[src/rtl/fetch_queue_if.sv]
// fetch_queue_if: imem, predictor, redirect and decode-side signals of the fetch stage
interface fetch_queue_if #(
  parameter int XLEN = 32,
  parameter int GHR_BITS = 8
);
  logic                imem_req;
  logic [XLEN-1:0]     imem_addr;
  logic [XLEN-1:0]     imem_rdata;
  logic [XLEN-1:0]     imem_rdata1;
  logic [GHR_BITS-1:0] pht_idx;
  logic                pred_taken;
  logic                redirect;
  logic [XLEN-1:0]     redirect_pc;
  logic [GHR_BITS-1:0] redirect_ghr;
  logic                out_valid;
  logic                out_ready;
  logic [XLEN-1:0]     out_pc;
  logic [XLEN-1:0]     out_instr;
  logic [XLEN-1:0]     out_instr1;
  logic [GHR_BITS-1:0] out_pht_idx;
  logic                out_pred_taken;
  modport slave (
    output imem_req, imem_addr, pht_idx, out_valid, out_pc, out_instr, out_instr1,
           out_pht_idx, out_pred_taken,
    input  imem_rdata, imem_rdata1, pred_taken, redirect, redirect_pc, redirect_ghr, out_ready
  );
  modport master (
    input  imem_req, imem_addr, pht_idx, out_valid, out_pc, out_instr, out_instr1,
           out_pht_idx, out_pred_taken,
    output imem_rdata, imem_rdata1, pred_taken, redirect, redirect_pc, redirect_ghr, out_ready
  );
endinterface

[src/rtl/fetch_queue.sv]
// fetch_queue: decoupled instruction fetch with predecode, global history and bundle FIFO
module fetch_queue #(
  parameter int XLEN = 32,
  parameter int DEPTH = 4,
  parameter int GHR_BITS = 8,
  parameter logic [XLEN-1:0] RESET_PC = '0
) (
  input logic clk,
  input logic rst,
  fetch_queue_if.slave bus
);
  localparam int AW = $clog2(DEPTH);
  localparam int CW = AW + 1;
  logic                r_inflight;
  logic [XLEN-1:0]     r_req_pc;
  logic [XLEN-1:0]     r_next_pc;
  logic [GHR_BITS-1:0] r_ghr;
  logic [AW-1:0]       r_rd_ptr;
  logic [AW-1:0]       r_wr_ptr;
  logic [CW-1:0]       r_count;
  logic [XLEN-1:0]     r_pc_mem [DEPTH];
  logic [XLEN-1:0]     r_i0_mem [DEPTH];
  logic [XLEN-1:0]     r_i1_mem [DEPTH];
  logic [GHR_BITS-1:0] r_idx_mem [DEPTH];
  logic                r_tk_mem [DEPTH];
  logic [6:0]          w_op;
  logic                w_jal;
  logic                w_br;
  logic                w_i64;
  logic                w_taken;
  logic [XLEN-1:0]     w_imm_j;
  logic [XLEN-1:0]     w_imm_b;
  logic [XLEN-1:0]     w_pred_next;
  logic [XLEN-1:0]     w_addr;
  logic [GHR_BITS-1:0] w_pht_idx;
  logic                w_issue_ok;
  logic                w_issue;
  logic                w_valid;
  logic                w_enq;
  logic                w_deq;
  // predecode of the returning word and next-address selection
  always_comb begin
    w_op        = bus.imem_rdata[6:0];
    w_jal       = w_op == 7'b1101111;
    w_br        = w_op == 7'b1100011 || w_op == 7'b1100001;
    w_i64       = !bus.imem_rdata[0];
    w_taken     = w_jal || (w_br && bus.pred_taken);
    w_imm_j     = {{(XLEN-20){bus.imem_rdata[31]}}, bus.imem_rdata[19:12], bus.imem_rdata[20],
                   bus.imem_rdata[30:21], 1'b0};
    w_imm_b     = {{(XLEN-12){bus.imem_rdata[31]}}, bus.imem_rdata[7], bus.imem_rdata[30:25],
                   bus.imem_rdata[11:8], 1'b0};
    w_pred_next = w_jal ? r_req_pc + w_imm_j :
                  (w_br && bus.pred_taken) ? r_req_pc + w_imm_b :
                  w_i64 ? r_req_pc + XLEN'(8) : r_req_pc + XLEN'(4);
    w_addr      = bus.redirect ? bus.redirect_pc : r_inflight ? w_pred_next : r_next_pc;
    w_pht_idx   = r_req_pc[GHR_BITS+1:2] ^ r_ghr;
    w_issue_ok  = (r_count + CW'(r_inflight)) < CW'(DEPTH);
    w_issue     = !rst && (bus.redirect || w_issue_ok);
    w_valid     = !rst && r_count != '0;
    w_enq       = r_inflight && !bus.redirect;
    w_deq       = w_valid && bus.out_ready && !bus.redirect;
  end
  assign bus.imem_req       = w_issue;
  assign bus.imem_addr      = w_addr;
  assign bus.pht_idx        = w_pht_idx;
  assign bus.out_valid      = w_valid;
  assign bus.out_pc         = w_valid ? r_pc_mem[r_rd_ptr] : '0;
  assign bus.out_instr      = w_valid ? r_i0_mem[r_rd_ptr] : '0;
  assign bus.out_instr1     = w_valid ? r_i1_mem[r_rd_ptr] : '0;
  assign bus.out_pht_idx    = w_valid ? r_idx_mem[r_rd_ptr] : '0;
  assign bus.out_pred_taken = w_valid && r_tk_mem[r_rd_ptr];
  // request tracking, held PC, history and FIFO occupancy; redirect flushes everything
  always_ff @(posedge clk) begin
    if (rst) begin
      r_inflight <= 1'b0;
      r_req_pc   <= RESET_PC;
      r_next_pc  <= RESET_PC;
      r_ghr      <= '0;
      r_rd_ptr   <= '0;
      r_wr_ptr   <= '0;
      r_count    <= '0;
    end else begin
      r_inflight <= w_issue;
      if (w_issue) r_req_pc <= w_addr;
      else r_next_pc <= w_addr;
      r_ghr    <= bus.redirect ? bus.redirect_ghr :
                  (r_inflight && w_br) ? {r_ghr[GHR_BITS-2:0], bus.pred_taken} : r_ghr;
      r_rd_ptr <= bus.redirect ? '0 : r_rd_ptr + AW'(w_deq);
      r_wr_ptr <= bus.redirect ? '0 : r_wr_ptr + AW'(w_enq);
      r_count  <= bus.redirect ? '0 : r_count + CW'(w_enq) - CW'(w_deq);
    end
  end
  // bundle storage; contents are only meaningful behind the occupancy count
  always_ff @(posedge clk) begin
    if (w_enq) begin
      r_pc_mem[r_wr_ptr]  <= r_req_pc;
      r_i0_mem[r_wr_ptr]  <= bus.imem_rdata;
      r_i1_mem[r_wr_ptr]  <= bus.imem_rdata1;
      r_idx_mem[r_wr_ptr] <= w_pht_idx;
      r_tk_mem[r_wr_ptr]  <= w_taken;
    end
  end
  // the issue credit must never let a response arrive into a full FIFO
  always_ff @(posedge clk) begin
    if (!rst && w_enq && !w_deq) assert (r_count < CW'(DEPTH));
  end
endmodule

[src/flat_wrapper.sv]
// flat-port wrapper written by rule: the top's interface ports become plain ports
module fetch_queue_flat 
#(
  parameter int XLEN = 32,
  parameter int DEPTH = 4,
  parameter int GHR_BITS = 8,
  parameter logic [XLEN-1:0] RESET_PC = '0
)
  (clk, rst, bus_imem_req, bus_imem_addr, bus_pht_idx, bus_out_valid, bus_out_pc, bus_out_instr, bus_out_instr1, bus_out_pht_idx, bus_out_pred_taken, bus_imem_rdata, bus_imem_rdata1, bus_pred_taken, bus_redirect, bus_redirect_pc, bus_redirect_ghr, bus_out_ready);
  fetch_queue_if #(.XLEN(XLEN), .GHR_BITS(GHR_BITS)) bus_i ();
  input logic clk;
  input logic rst;
  output wire logic [$bits(bus_i.imem_req)-1:0] bus_imem_req;
  output wire logic [$bits(bus_i.imem_addr)-1:0] bus_imem_addr;
  output wire logic [$bits(bus_i.pht_idx)-1:0] bus_pht_idx;
  output wire logic [$bits(bus_i.out_valid)-1:0] bus_out_valid;
  output wire logic [$bits(bus_i.out_pc)-1:0] bus_out_pc;
  output wire logic [$bits(bus_i.out_instr)-1:0] bus_out_instr;
  output wire logic [$bits(bus_i.out_instr1)-1:0] bus_out_instr1;
  output wire logic [$bits(bus_i.out_pht_idx)-1:0] bus_out_pht_idx;
  output wire logic [$bits(bus_i.out_pred_taken)-1:0] bus_out_pred_taken;
  input wire logic [$bits(bus_i.imem_rdata)-1:0] bus_imem_rdata;
  input wire logic [$bits(bus_i.imem_rdata1)-1:0] bus_imem_rdata1;
  input wire logic [$bits(bus_i.pred_taken)-1:0] bus_pred_taken;
  input wire logic [$bits(bus_i.redirect)-1:0] bus_redirect;
  input wire logic [$bits(bus_i.redirect_pc)-1:0] bus_redirect_pc;
  input wire logic [$bits(bus_i.redirect_ghr)-1:0] bus_redirect_ghr;
  input wire logic [$bits(bus_i.out_ready)-1:0] bus_out_ready;
  assign bus_imem_req = bus_i.imem_req;
  assign bus_imem_addr = bus_i.imem_addr;
  assign bus_pht_idx = bus_i.pht_idx;
  assign bus_out_valid = bus_i.out_valid;
  assign bus_out_pc = bus_i.out_pc;
  assign bus_out_instr = bus_i.out_instr;
  assign bus_out_instr1 = bus_i.out_instr1;
  assign bus_out_pht_idx = bus_i.out_pht_idx;
  assign bus_out_pred_taken = bus_i.out_pred_taken;
  assign bus_i.imem_rdata = bus_imem_rdata;
  assign bus_i.imem_rdata1 = bus_imem_rdata1;
  assign bus_i.pred_taken = bus_pred_taken;
  assign bus_i.redirect = bus_redirect;
  assign bus_i.redirect_pc = bus_redirect_pc;
  assign bus_i.redirect_ghr = bus_redirect_ghr;
  assign bus_i.out_ready = bus_out_ready;
  fetch_queue #(.XLEN(XLEN), .DEPTH(DEPTH), .GHR_BITS(GHR_BITS), .RESET_PC(RESET_PC)) u_core (.clk(clk), .rst(rst), .bus(bus_i));
endmodule
[config.mk]
export PLATFORM = sky130hd
export DESIGN_NAME = fetch_queue_flat
export DESIGN_NICKNAME = d
export VERILOG_FILES = /design/src/rtl/fetch_queue_if.sv /design/src/rtl/fetch_queue.sv /design/src/flat_wrapper.sv
export SDC_FILE = /design/constraint.sdc
export NUM_CORES = 1
export LEC_CHECK = 0
export CAP_MARGIN = 5
export CORE_ASPECT_RATIO = 2
export CORE_MARGIN = 4
export CORE_UTILIZATION = 61
export CTS_CLUSTER_SIZE = 10
export DETAILED_ROUTE_END_ITERATION = 8
export PLACE_DENSITY_LB_ADDON = 0.2
export SLEW_MARGIN = 25
export SYNTH_ARGS = -nofsm -noshare
export SYNTH_HDL_FRONTEND = slang
export SYNTH_SLANG_ARGS = --single-unit
[constraint.sdc]
create_clock -name clk -period 16.8 [get_ports clk]
set_clock_uncertainty 0.15 [all_clocks]
set_input_delay 4.2 -clock clk [delete_from_list [all_inputs] [get_ports clk]]
set_output_delay 4.2 -clock clk [all_outputs]
set_load 0.02 [all_outputs]
* After elaboration in Yosys (flattened, before gate mapping)
Memory sizes are Yosys's and may differ from the RTL's. A register that Yosys moved wholly into a read port is not among the register bits.
Cells that the tools add are included.
** Storage, ports and cells
- Bits in registers :: 80
- Memories :: 5
- Logic and storage cells :: 60
- Bits in writable memories :: 420
- Bits of input ports :: 109
- Output and inout bits :: 147
** Operators by class
- Equality and inequality tests :: 3
- Order comparisons :: 1
- Add/sub/neg operators :: 9
- Multiplexer cells :: 18
- Reductions and logical operators :: 16
- Bitwise gates (word level) :: 1
** Memories
- u_core.r_i0_mem :: depth 4, width 32, read ports 1, clocked after Yosys merged registers in 1, write ports 1, line fetch_queue.sv:22 : logic [XLEN-1:0] r_i0_mem [DEPTH];
- u_core.r_i1_mem :: depth 4, width 32, read ports 1, clocked after Yosys merged registers in 1, write ports 1, line fetch_queue.sv:23 : logic [XLEN-1:0] r_i1_mem [DEPTH];
- u_core.r_pc_mem :: depth 4, width 32, read ports 1, clocked after Yosys merged registers in 1, write ports 1, line fetch_queue.sv:21 : logic [XLEN-1:0] r_pc_mem [DEPTH];
- u_core.r_idx_mem :: depth 4, width 8, read ports 1, clocked after Yosys merged registers in 1, write ports 1, line fetch_queue.sv:24 : logic [GHR_BITS-1:0] r_idx_mem [DEPTH];
- u_core.r_tk_mem :: depth 4, width 1, read ports 1, clocked after Yosys merged registers in 1, write ports 1, line fetch_queue.sv:25 : logic r_tk_mem [DEPTH];
** Operators with widths (count)
- 32-bit 2-to-1 mux :: 8
- 32-bit adder :: 2
- 32-bit by 3-bit adder with 32-bit output (second input constant) :: 1
- 32-bit by 4-bit adder with 32-bit output (second input constant) :: 1
- 8-bit 2-to-1 mux :: 3
- 7-bit == test (second input constant) :: 3
- 2-bit 2-to-1 mux :: 5
- 1-bit logical AND :: 8
- 8-bit XOR :: 1
- 3-bit by 1-bit adder with 3-bit output :: 2
- 2-bit by 1-bit adder with 2-bit output :: 2
- 1-bit logical OR :: 3
- 3-bit < comparator (second input constant) :: 1
- 3-bit nonzero test :: 1
- 3-bit by 1-bit subtractor with 3-bit output :: 1
- 1-bit zero test :: 2
- 1-bit 2-to-1 mux :: 2
- 2-bit nonzero test :: 1
- 2-bit OR reduction :: 1

* Logic depth before layout (Yosys ltp)
- Depth after elaboration :: 7
- Mapped depth :: 13
- Gate-level depth less buffers :: 12

* Worst setup path after synthesis
OpenSTA, ideal clock, no wires.
- Path kind :: input -> register
- From :: input bus_redirect
- To :: memory u_core.r_i0_mem[0][0], enable pin
- Arrival :: 11.763 ns
- Setup time :: 0.698 ns
- Cell stages on the path :: 4
- Slack :: 4.189 ns
- Buffers on the path :: 1
- Path through :: clkbuf_1 -> clkinv_1 -> nand2_1 -> nor3_1
** On the way
- Longest elaborated chain between the ends :: 4
** Ends and longest elaborated chain
- start: declaration :: line flat_wrapper.sv:25 : input wire logic [$bits(bus_i.redirect)-1:0] bus_redirect;
- 1-bit zero test :: line fetch_queue.sv:60 : w_enq = r_inflight && !bus.redirect;
- 1-bit logical AND :: line fetch_queue.sv:60
- 1-bit 2-to-1 mux :: line fetch_queue.sv:95 : if (w_enq) begin
- 1-bit 2-to-1 mux (implied by the code) :: line fetch_queue.sv:97 : r_i0_mem[r_wr_ptr] <= bus.imem_rdata;
- end: declaration :: line fetch_queue.sv:22
Every way passes these cells.

* Final worst setup path
- From :: input bus_imem_rdata[31]
- To :: output bus_imem_addr[22]
** On the way
- Longest elaborated chain between the ends :: 5
- Elaborated cells on any way between the ends :: 6
- Classes of those cells :: add/sub: 2; mux: 4
** Ends and longest elaborated chain
- start: declaration :: line flat_wrapper.sv:22 : input wire logic [$bits(bus_i.imem_rdata)-1:0] bus_imem_rdata;
- 32-bit adder :: line fetch_queue.sv:53 : (w_br && bus.pred_taken) ? r_req_pc + w_imm_b :
- 32-bit 2-to-1 mux :: line fetch_queue.sv:53
- 32-bit 2-to-1 mux (*) :: line fetch_queue.sv:52 : w_pred_next = w_jal ? r_req_pc + w_imm_j :
- 32-bit 2-to-1 mux (*) (2 in a row) :: line fetch_queue.sv:55 : w_addr = bus.redirect ? bus.redirect_pc : r_inflight ? w_pred_next : r_next_pc;
- end: declaration :: line flat_wrapper.sv:14 : output wire logic [$bits(bus_i.imem_addr)-1:0] bus_imem_addr;
Mark *: on every way between the ends. The rest lies on a longest branch, timed or not.

==> impl_metrics.csv <==
group,metric,value,unit
outcome,status,"finished, final reports clean",
finish,fin_nets,2169,
hold_path,whs_endpoint,"u_core.r_next_pc[8]$_SDFFE_PP0N_",
clocking,cts_buffers,55,
global_route,grt_pass1_wl,104400,um
global_route,grt.total_usage,32.93,%
critical_path,required,12.45,ns
critical_path,cp-end-kind,"output pin",
critical_path,startpoint,"bus_imem_rdata[31]",
drt,dr.first_iter.drc_count,1187,
drt,antenna_left,0,
sta,clock.fmax,76.16,MHz
pwr,switching_share,24.37,%
drt,post-route-drc-count,0,
global_route,first_global_vias,17160,
sta,setup_viol,0,
critical_path,cp-start-kind,"input pin",
pwr,seqPwrFrac,50.2,%
synthesis,synth-seq-area-share,60.08,%
hold_path,worstHoldStart,"u_core.r_next_pc[8]$_SDFFE_PP0N_",
finish,final_area,28260,sq um
floorplanning,die_w,147.3,um
flow_run,max-cap-violations,0,
sta,finalSetupTns,0,ns
floorplanning,num_rows,101,
finish,drive_gt1_share,11.51,%
clocking,cts_tree,"built",
pwr,peakVddDrop,0.1477,mV
finish,synthToLayoutAreaGrowth,19.47,%
clocking,cts_hold_buf,0,
pwr,power_frac_comb,11.2,%
clocking,post_cts_buffers,0,
synthesis,async_reset_ff_share,0,%
global_route,grt_start_max_net_pins,82,
place,place_congestion,1.019,
floorplanning,top_level_ports,256,
sta,timing.final.hold_violations,0,
clocking,cts_root_buffer,"clkbuf_16",
place,io_buffer_count,255,
pwr,p_leak,9.619,nW
sta,rsz0062_at_grt,"false",
pwr,p_clk_share,38.6,%
critical_path,arrival,8.78,ns
synthesis,yosysUniqueCellTypes,85,
floorplanning,core_area,38160,sq um
floorplanning,die_h,286.5,um
place,hpwl,46920,um
sta,finalWorstPathRequiredPeriod,13.13,ns
critical_path,reg2reg_slack,12.42,ns
floorplanning,die_area,42190,sq um
pwr,p_switching,0.6778,mW
synthesis,avgSynthCellArea,13.34,sq um
pwr,p_int,2.104,mW
floorplanning,start_util,61.99,%
synthesis,synth.net_count,1935,
sta,tightest_slew,1.040,ns
sta,finalCritPeriodShare,78.16,%
clocking,clock_latency,0.60,ns
drt,wl,69690,um
place,placed_area,26690,sq um
synthesis,syn_area,23660,sq um
drt,routedWlPerCell,27.23,um
critical_path,worstReg2RegEnd,"u_core.r_req_pc[22]$_SDFFE_PP0P_",
synthesis,synth-seq-cells,500,
clocking,clockBufferDepth,3,
pwr,power,2.782,mW
global_route,antenna_found_initial,2,
synthesis,yosysWarnings,0,
place,place_inst,2466,
clocking,cts.sinks,500,
critical_path,path_max_fanout,28,
hold_path,hold_class,"flop to flop",
critical_path,reg2reg_depth,10,
finish,final_cells,2559,
synthesis,synth_edf_count,420,
finish,fill_cells,2487,
clocking,ctsHtreeMaxLevel,2,
hold_path,hold_path_depth,2,
clocking,clkTransAtPathRegs,0.06,ns
clocking,ctsResizeCount,0,
drt,dr.pass1.iters,5,
synthesis,synthFlopType,"edfxtp_1",
pwr,power_per_cell_area,98.42,nW/um^2
drt,vias,16310,
global_route,gr-total-overflow,0,
drt,post_drt_via_cell_ratio,6.373,
sta,slew_headroom,29.82,%
sta,slew_viol_final,0,
synthesis,synthCells,1774,
critical_path,crit_type,"input pin to output pin",
critical_path,reg2reg_from,"u_core.r_req_pc[11]$_SDFFE_PP0P_",
-- worst max-delay path by stage --
stage,end,slack [ns],cells after the start
3_5_place_dp,bus_imem_addr[4],3.86,11
5_1_grt,bus_imem_addr[22],3.44,13
3_3_place_gp,bus_imem_addr[4],3.81,11
6_report,bus_imem_addr[22],3.67,13
2_1_floorplan,u_core.r_i0_mem[0][0]$_DFFE_PP_,4.19,4
4_1_cts,bus_imem_addr[4],3.81,11
-- synth_stat cells (all sizes together), types with 4 or more instances --
| cell | number | area share [%] |
|---|---|---|
| and4 | 5 | 0.19 |
| xnor2 | 38 | 1.4 |
| o31ai | 7 | 0.28 |
| a311oi | 7 | 0.34 |
| o21ai | 83 | 1.8 |
| nor2 | 132 | 2.1 |
| nor2b | 9 | 0.24 |
| nor3 | 31 | 0.66 |
| a21oi | 125 | 2.7 |
| mux4 | 105 | 10 |
| a211oi | 29 | 0.98 |
| edfxtp | 420 | 53 |
| inv | 32 | 0.51 |
| and3 | 17 | 0.45 |
| o21a | 8 | 0.25 |
| nand2 | 132 | 2.1 |
| o311ai | 4 | 0.15 |
| nand4 | 12 | 0.34 |
| and2 | 114 | 3.0 |
| mux2i | 16 | 0.68 |
| a21o | 18 | 0.57 |
| dfxtp | 80 | 6.8 |
| buf | 28 | 0.53 |
| nand3 | 24 | 0.51 |
| o211ai | 16 | 0.53 |
| or3 | 9 | 0.24 |
| or2 | 4 | 0.12 |
| a21boi | 7 | 0.22 |
| a2bb2oi | 4 | 0.15 |
| clkbuf | 79 | 1.3 |
| xor2 | 29 | 1.1 |
| o21bai | 7 | 0.22 |
| a31oi | 11 | 0.32 |
| a221oi | 12 | 0.57 |
| o221ai | 11 | 0.41 |
| a211o | 7 | 0.26 |
| ha | 49 | 2.6 |
| a22oi | 4 | 0.13 |
-- final cells by class --
class | instances | area (sq um) | area share (%)
timing repair buffer | 284 | 2760 | 9.766
multi-input combinational | 1133 | 8937 | 31.62
inverter | 34 | 127.6 | 0.4516
tap | 515 | 644.4 | 2.280
sequential | 500 | 14220 | 50.32
antenna | 2 | 5.005 | 0.01771
clock inverter | 3 | 66.31 | 0.2346
clock buffer | 88 | 1500 | 5.308
-- power by group through the flow --
stage	clock network [mW]	registers, mW	logic (mW)
after floorplan	0	1.41	0.176
after global placement	0	1.42	0.302
after detailed placement	0	1.42	0.305
after CTS	1.08	1.40	0.308
after global routing	1.14	1.40	0.333
final	1.07	1.40	0.311
-- cells by family after synthesis --
family / Yosys count / share of synthesized area [%]
compound gates: 390 / 11.07
xor+xnor: 67 / 2.481
fa+ha+maj: 52 / 2.846
buf+inv: 141 / 2.333
flops: 500 / 60.08
mux: 122 / 10.74
simple gates: 502 / 10.45
-- per-stage QoR --
stage | setup slack, ns | utilization (%) | hold slack (ns)
3_3_place_gp | 3.813 | 69.93 | 0.2889
3_5_place_dp | 3.862 | 69.94 | 0.3014
4_1_cts | 3.805 | 74.04 | 0.3091
6_report | 3.669 | 74.05 | 0.3074
2_1_floorplan | 4.189 | - | 0.2819
5_1_grt | 3.442 | 74.05 | 0.3387
-- registers in the layout, summed over array words and instances (netlist names) --
signal / flops
u_core.r_inflight: 1
u_core.r_pc_mem: 128
u_core.r_rd_ptr: 2
u_core.r_wr_ptr: 2
u_core.r_req_pc: 32
u_core.r_i1_mem: 128
u_core.r_idx_mem: 32
u_core.r_next_pc: 32
u_core.r_ghr: 8
u_core.r_i0_mem: 128
u_core.r_count: 3
u_core.r_tk_mem: 4
-- placed cells by master, fill, tap and decap left out, types with 10 or more instances in the layout --
master           synthesis  final
edfxtp_1               420    420
clkdlybuf4s50_1          0    253
nand2_1                130    130
nor2_1                 131    126
a21oi_1                124    124
and2_1                 114    114
mux4_2                 105    105
o21ai_0                 78     78
dfxtp_1                 80     78
clkbuf_16                0     55
ha_1                    49     49
xnor2_1                 38     38
clkbuf_1                78     33
inv_1                   32     32
nor3_1                  31     30
xor2_1                  29     29
buf_4                    1     29
a211oi_1                26     26
nand3_1                 24     24
a21o_1                  18     18
and3_1                  17     16
mux2i_1                 16     16
o211ai_1                15     15
nand4_1                 11     11
o221ai_1                11     11
a31oi_1                 10     10
-- metal layers --
metal,vias to the layer above,GRT usage (%),wire length [um]
met5,-,0,0
met4,0,21.42,5342
met3,224,3.950,3765
met2,744,59.87,37740
met1,8091,35.92,22840
li1,7250,-,-
-- worst max-delay path: stages --
cell and delay (ns):
clkdlybuf4s50_1 0.45, buf_4 0.33, ha_1 0.37, and2_1 0.19, and3_1 0.22, a221oi_4 0.31, a31o_2 0.30, a21oi_1 0.08
o21bai_1 0.20, o21ai_0 0.63, o21ai_0 0.49, o221ai_1 0.33, clkdlybuf4s50_1 0.67
No activity file was read; power rests on OpenSTA's default activity.
==> variant 1 (same settings) <==
Register the output `bus.out_pred_taken`, without a reset; this adds one clock of latency there.
--- a/src/rtl/fetch_queue.sv
+++ b/src/rtl/fetch_queue.sv
@@ -70,3 +70,5 @@
   assign bus.out_pht_idx    = w_valid ? r_idx_mem[r_rd_ptr] : '0;
-  assign bus.out_pred_taken = w_valid && r_tk_mem[r_rd_ptr];
+  always_ff @(posedge clk) begin
+    bus.out_pred_taken <= w_valid && r_tk_mem[r_rd_ptr];
+  end
   // request tracking, held PC, history and FIFO occupancy; redirect flushes everything
Formal check against the unedited RTL: not equivalent (a bounded check fails within 4 cycles, from zero or initial values and one cycle with rst high).
==> variant 1 against the unedited design <==
Utilization shrank 0.32 points; routed wire length grew 4.9%; area after synthesis grew 1.2%; sequential cell count grew 1; critical path depth grew 1; register-to-register slack gained 0.26 ns; setup slack gained 0.33 ns; critical path type unchanged; cell area grew 1.2%; total power grew 1.3%.
==> variant 1: results (changes against the unedited design) <==
drt_iter0_drc: 1367  # +15%
antenna_found_initial: 3  # +1
drt-met1-wl_um: 24100  # +5.7%
syn_nets: 1963  # +1.4%
seq_power_share_pct: 49.8  # -0.4 points
hold_start: "u_core.r_next_pc[5]"
synth_mux_area_share_pct: 10.5  # -0.27 points
cts_buffers: 56  # +1.8%
use_met2_pct: 61.2  # +1.3 points
ys_types: 86  # +1.2%
p_per_area_mw_per_mm2: 98.5  # about the same
layout.nets: 2198  # +1.3%
ys_seq_area_share_pct: 59.5  # -0.63 points
synth-seq-cells: 501  # +0.20%
dp_hpwl_um: 48900  # +4.2%
grt_pass1_vias: 17600  # +2.4%
grtUsageTotal_pct: 34.1  # +1.2 points
layout.nonclk_buf_share_pct: 9.62  # -0.14 points
gp_congestion: 0.970  # -4.9%
met3_usage_pct: 4.40  # +0.45 points
worst_slew_pin_slew_ns: 1.04  # +0.00516 ns
clkbuf_count: 93  # +5.7%
internal-power_mw: 2.13  # +1.0%
irDropWorstVdd_uv: 131  # -11%
cp.arrival_ns: 8.45  # -0.33 ns
cp_max_fo: 5  # -82%
status: "completed"
synthTopCellsByCount: "420 x edfxtp_1, 126 x nor2_1, 118 x and2_1"
r2r_start: "u_core.r_req_pc[2]"
drive_gt1_share_pct: 11.5  # -0.049 points
wl_um: 73100  # +4.9%
grt_pass1_wl_um: 108000  # +3.7%
crit_start: "bus_imem_rdata[21]"
dr.pass1.iters: 6  # +1
fillCellCount: 2559  # +2.9%
p_leak_nw: 9.73  # +1.2%
reg.largest.list: "u_core.r_i0_mem x128, u_core.r_i1_mem x128, u_core.r_pc_mem x128"
wl_met2_um: 39200  # +3.9%
grt_max_degree: 101  # +23%
buffers: 282  # -0.70%
viasPerCell: 6.54  # +2.7%
synth-xor-area-share_pct: 2.30  # -0.18 points
synth_compound_area_share_pct: 11.0  # -0.069 points
num-nonclk-inverters: 40  # +18%
diodes: 4  # +2
place_ws_ns: 4.10  # +0.233 ns
met1_usage_pct: 37.8  # +1.9 points
clk_share_pct: 5.67  # +0.13 points
synthTopCellsByArea: "edfxtp_1 53%, mux4_2 9.9%, dfxtp_1 6.8%"
## variant 1: cell count changes in the layout (fill, tap and decap cells not counted), sizes merged, moves of 5 or more
cell | unedited run | this run
nand2 | 132 | 108
a21oi | 125 | 109
nand3b | 0 | 15
nor3b | 2 | 14
nand2b | 3 | 13
or3 | 9 | 19
xnor2 | 38 | 28
a211oi | 29 | 38
inv | 33 | 41
xor2 | 29 | 35
and2 | 114 | 119
clkbuf | 88 | 93
o21ai | 83 | 78
## variant 1: path summary, 6_finish.rpt
kind / to / slack [ns] / cells past startpoint
worst max-delay path: bus_imem_addr[21] / 4.00 / 14
worst min-delay path: u_core.r_next_pc[5] / 0.31 / 2
worst max register to register: u_core.r_next_pc[29] / 12.68 / 10
worst min register to register: u_core.r_next_pc[5] / 0.31 / 2
## variant 1: per-stage QoR
step	util, %	instances	area (um^2)
after floorplan	-	1802	23900
after global placement	69.5	2499	27000
after detailed placement	69.5	2499	27000
after CTS	73.7	2597	28600
after global routing	73.7	2599	28600
final	73.7	2601	28600
==> variant 2 (config.mk and constraints unchanged) <==
Without the edit above. `GHR_BITS` is set to 8 in 3 places; all go to 12.
--- a/src/rtl/fetch_queue_if.sv
+++ b/src/rtl/fetch_queue_if.sv
@@ -3,3 +3,3 @@
   parameter int XLEN = 32,
-  parameter int GHR_BITS = 8
+  parameter int GHR_BITS = 12
 );
--- a/src/rtl/fetch_queue.sv
+++ b/src/rtl/fetch_queue.sv
@@ -4,3 +4,3 @@
   parameter int DEPTH = 4,
-  parameter int GHR_BITS = 8,
+  parameter int GHR_BITS = 12,
   parameter logic [XLEN-1:0] RESET_PC = '0
--- a/src/flat_wrapper.sv
+++ b/src/flat_wrapper.sv
@@ -5,3 +5,3 @@
   parameter int DEPTH = 4,
-  parameter int GHR_BITS = 8,
+  parameter int GHR_BITS = 12,
   parameter logic [XLEN-1:0] RESET_PC = '0
Ports: changed (resized bus_out_pht_idx, bus_pht_idx and bus_redirect_ghr); port bits go from 256 to 268. No check against the original RTL was run, so the function may have changed too.
==> variant 2 against the unedited design <==
Routed wire length up 11%; combinational power is 6% higher; area after synthesis up 3.6%; synthesized cell count grew 2.8%; setup slack improved by 0.16 ns; cell area is 3.9% higher; critical path depth is 2 lower; total power is 5.2% higher; sequential share of layout area barely moved; global-route usage rose by 2.9 points; sequential cell count rose by 20; maximum frequency is 1.2% higher; critical endpoint is now bus_imem_addr[7]; largest cell class unchanged.
==> variant 2: results (changes against the unedited design) <==
status: "completed"
combPwrFrac_pct: 11.3
clock_net_power_mw: 1.14  # +7%
synth-edff-count: 436  # +3.8%
layout.nets: 2234  # +3.0%
postCtsSetupBuffers: 0  # unchanged
grt_max_degree: 87  # +6.1%
synth_compound_area_share_pct: 10.1  # -0.96 points
synth_mux_area_share_pct: 10.9  # +0.14 points
antenna_found_initial: 3  # +1
wl_um: 77700  # +11%
fillCellCount: 2477  # -0.40%
grt_pass1_vias: 18000  # +4.9%
gp_congestion: 1.00  # -1.8%
syn_nets: 1988  # +2.7%
p_leak_nw: 9.93  # +3.3%
io_buffers: 267  # +4.7%
cts_buffers: 58  # +5.5%
synthTopCellsByCount: "436 x edfxtp_1, 144 x nor2_1, 118 x and2_1"
use_met2_pct: 63.2  # +3.3 points
drt_iter0_drc: 1447  # +22%
clock_latency_ns: 0.62  # +0.02 ns
met3_usage_pct: 4.94  # +0.99 points
cp_max_fo: 33  # +18%
grtUsageTotal_pct: 35.8  # +2.9 points
synth_fa_ha_area_share_pct: 2.75  # -0.099 points
ys_types: 89  # +4.7%
synth-xor-area-share_pct: 2.72  # +0.24 points
internal-power_mw: 2.20  # +4.6%
synthTopCellsByArea: "edfxtp_1 53%, mux4_2 10%, dfxtp_1 6.9%"
slew_headroom_pct: 24.8  # -5.0 points
dp_hpwl_um: 51800  # +10%
met1_usage_pct: 38.6  # +2.7 points
vias: 17300  # +5.9%
irDropWorstVdd_uv: 118  # -20%
cp.arrival_ns: 8.62  # -0.16 ns
grt_pass1_wl_um: 114000  # +9.6%
drive_gt1_share_pct: 11.5  # -0.023 points
ys_seq_area_share_pct: 60.3  # +0.19 points
r2r_slack_ns: 12.55  # +0.13 ns
[variant 2: changes by cell type after synthesis, sizes merged, moves of 13 or more]
cell,unedited run,this run
edfxtp,420,436
a211oi,29,47
a21oi,125,107
clkbuf,79,63
nand2,132,117
nor2,132,145
buf,28,48
[variant 2: stage by stage]
step	instances	power, mW	instance area [um^2]	hold slack [ns]	setup slack, ns
after global placement	2533	1.80	27600	0.291	3.98
final	2635	2.93	29400	0.303	3.83
after global routing	2634	3.01	29400	0.325	3.67
after detailed placement	2533	1.80	27600	0.298	4.01
after CTS	2631	2.93	29300	0.305	3.98
after floorplan	1823	1.65	24500	0.282	3.34
[variant 2: worst max-delay path: stages]
cell             delay, ns
clkdlybuf4s50_1       0.80
and4b_1               0.38
and4_1                0.21
buf_4                 0.44
nor2_4                0.18
inv_1                 0.55
nor2_1                0.14
a221oi_1              0.51
mux2i_1               0.16
a21oi_1               0.34
clkdlybuf4s50_1       0.68
[variant 2: routing by layer]
| layer | up-vias | share of wire [%] |
|---|---|---|
| met5 | - | 0 |
| met4 | 0 | 9.5 |
| met3 | 306 | 6.3 |
| met2 | 970 | 53 |
| met1 | 8511 | 32 |
| li1 | 7489 | - |
[variant 2: final timing paths]
path	start	endpoint	depth (start not counted)
max	bus_imem_rdata[0]	bus_imem_addr[7]	11
min	u_core.r_next_pc[15]	u_core.r_next_pc[15]	2
max reg2reg	u_core.r_req_pc[2]	u_core.r_req_pc[23]	11
min reg2reg	u_core.r_next_pc[15]	u_core.r_next_pc[15]	2
[variant 2: area by class of cell]
class	count	area, um^2	area share [%]
well taps	525	657	2.24
inverters	37	139	0.473
clock inverters	5	103	0.349
clock buffers	93	1580	5.39
repair buffers	297	2920	9.92
diodes	3	7.51	0.0256
flip-flops and latches	520	14800	50.3
multi-input cells	1155	9190	31.3
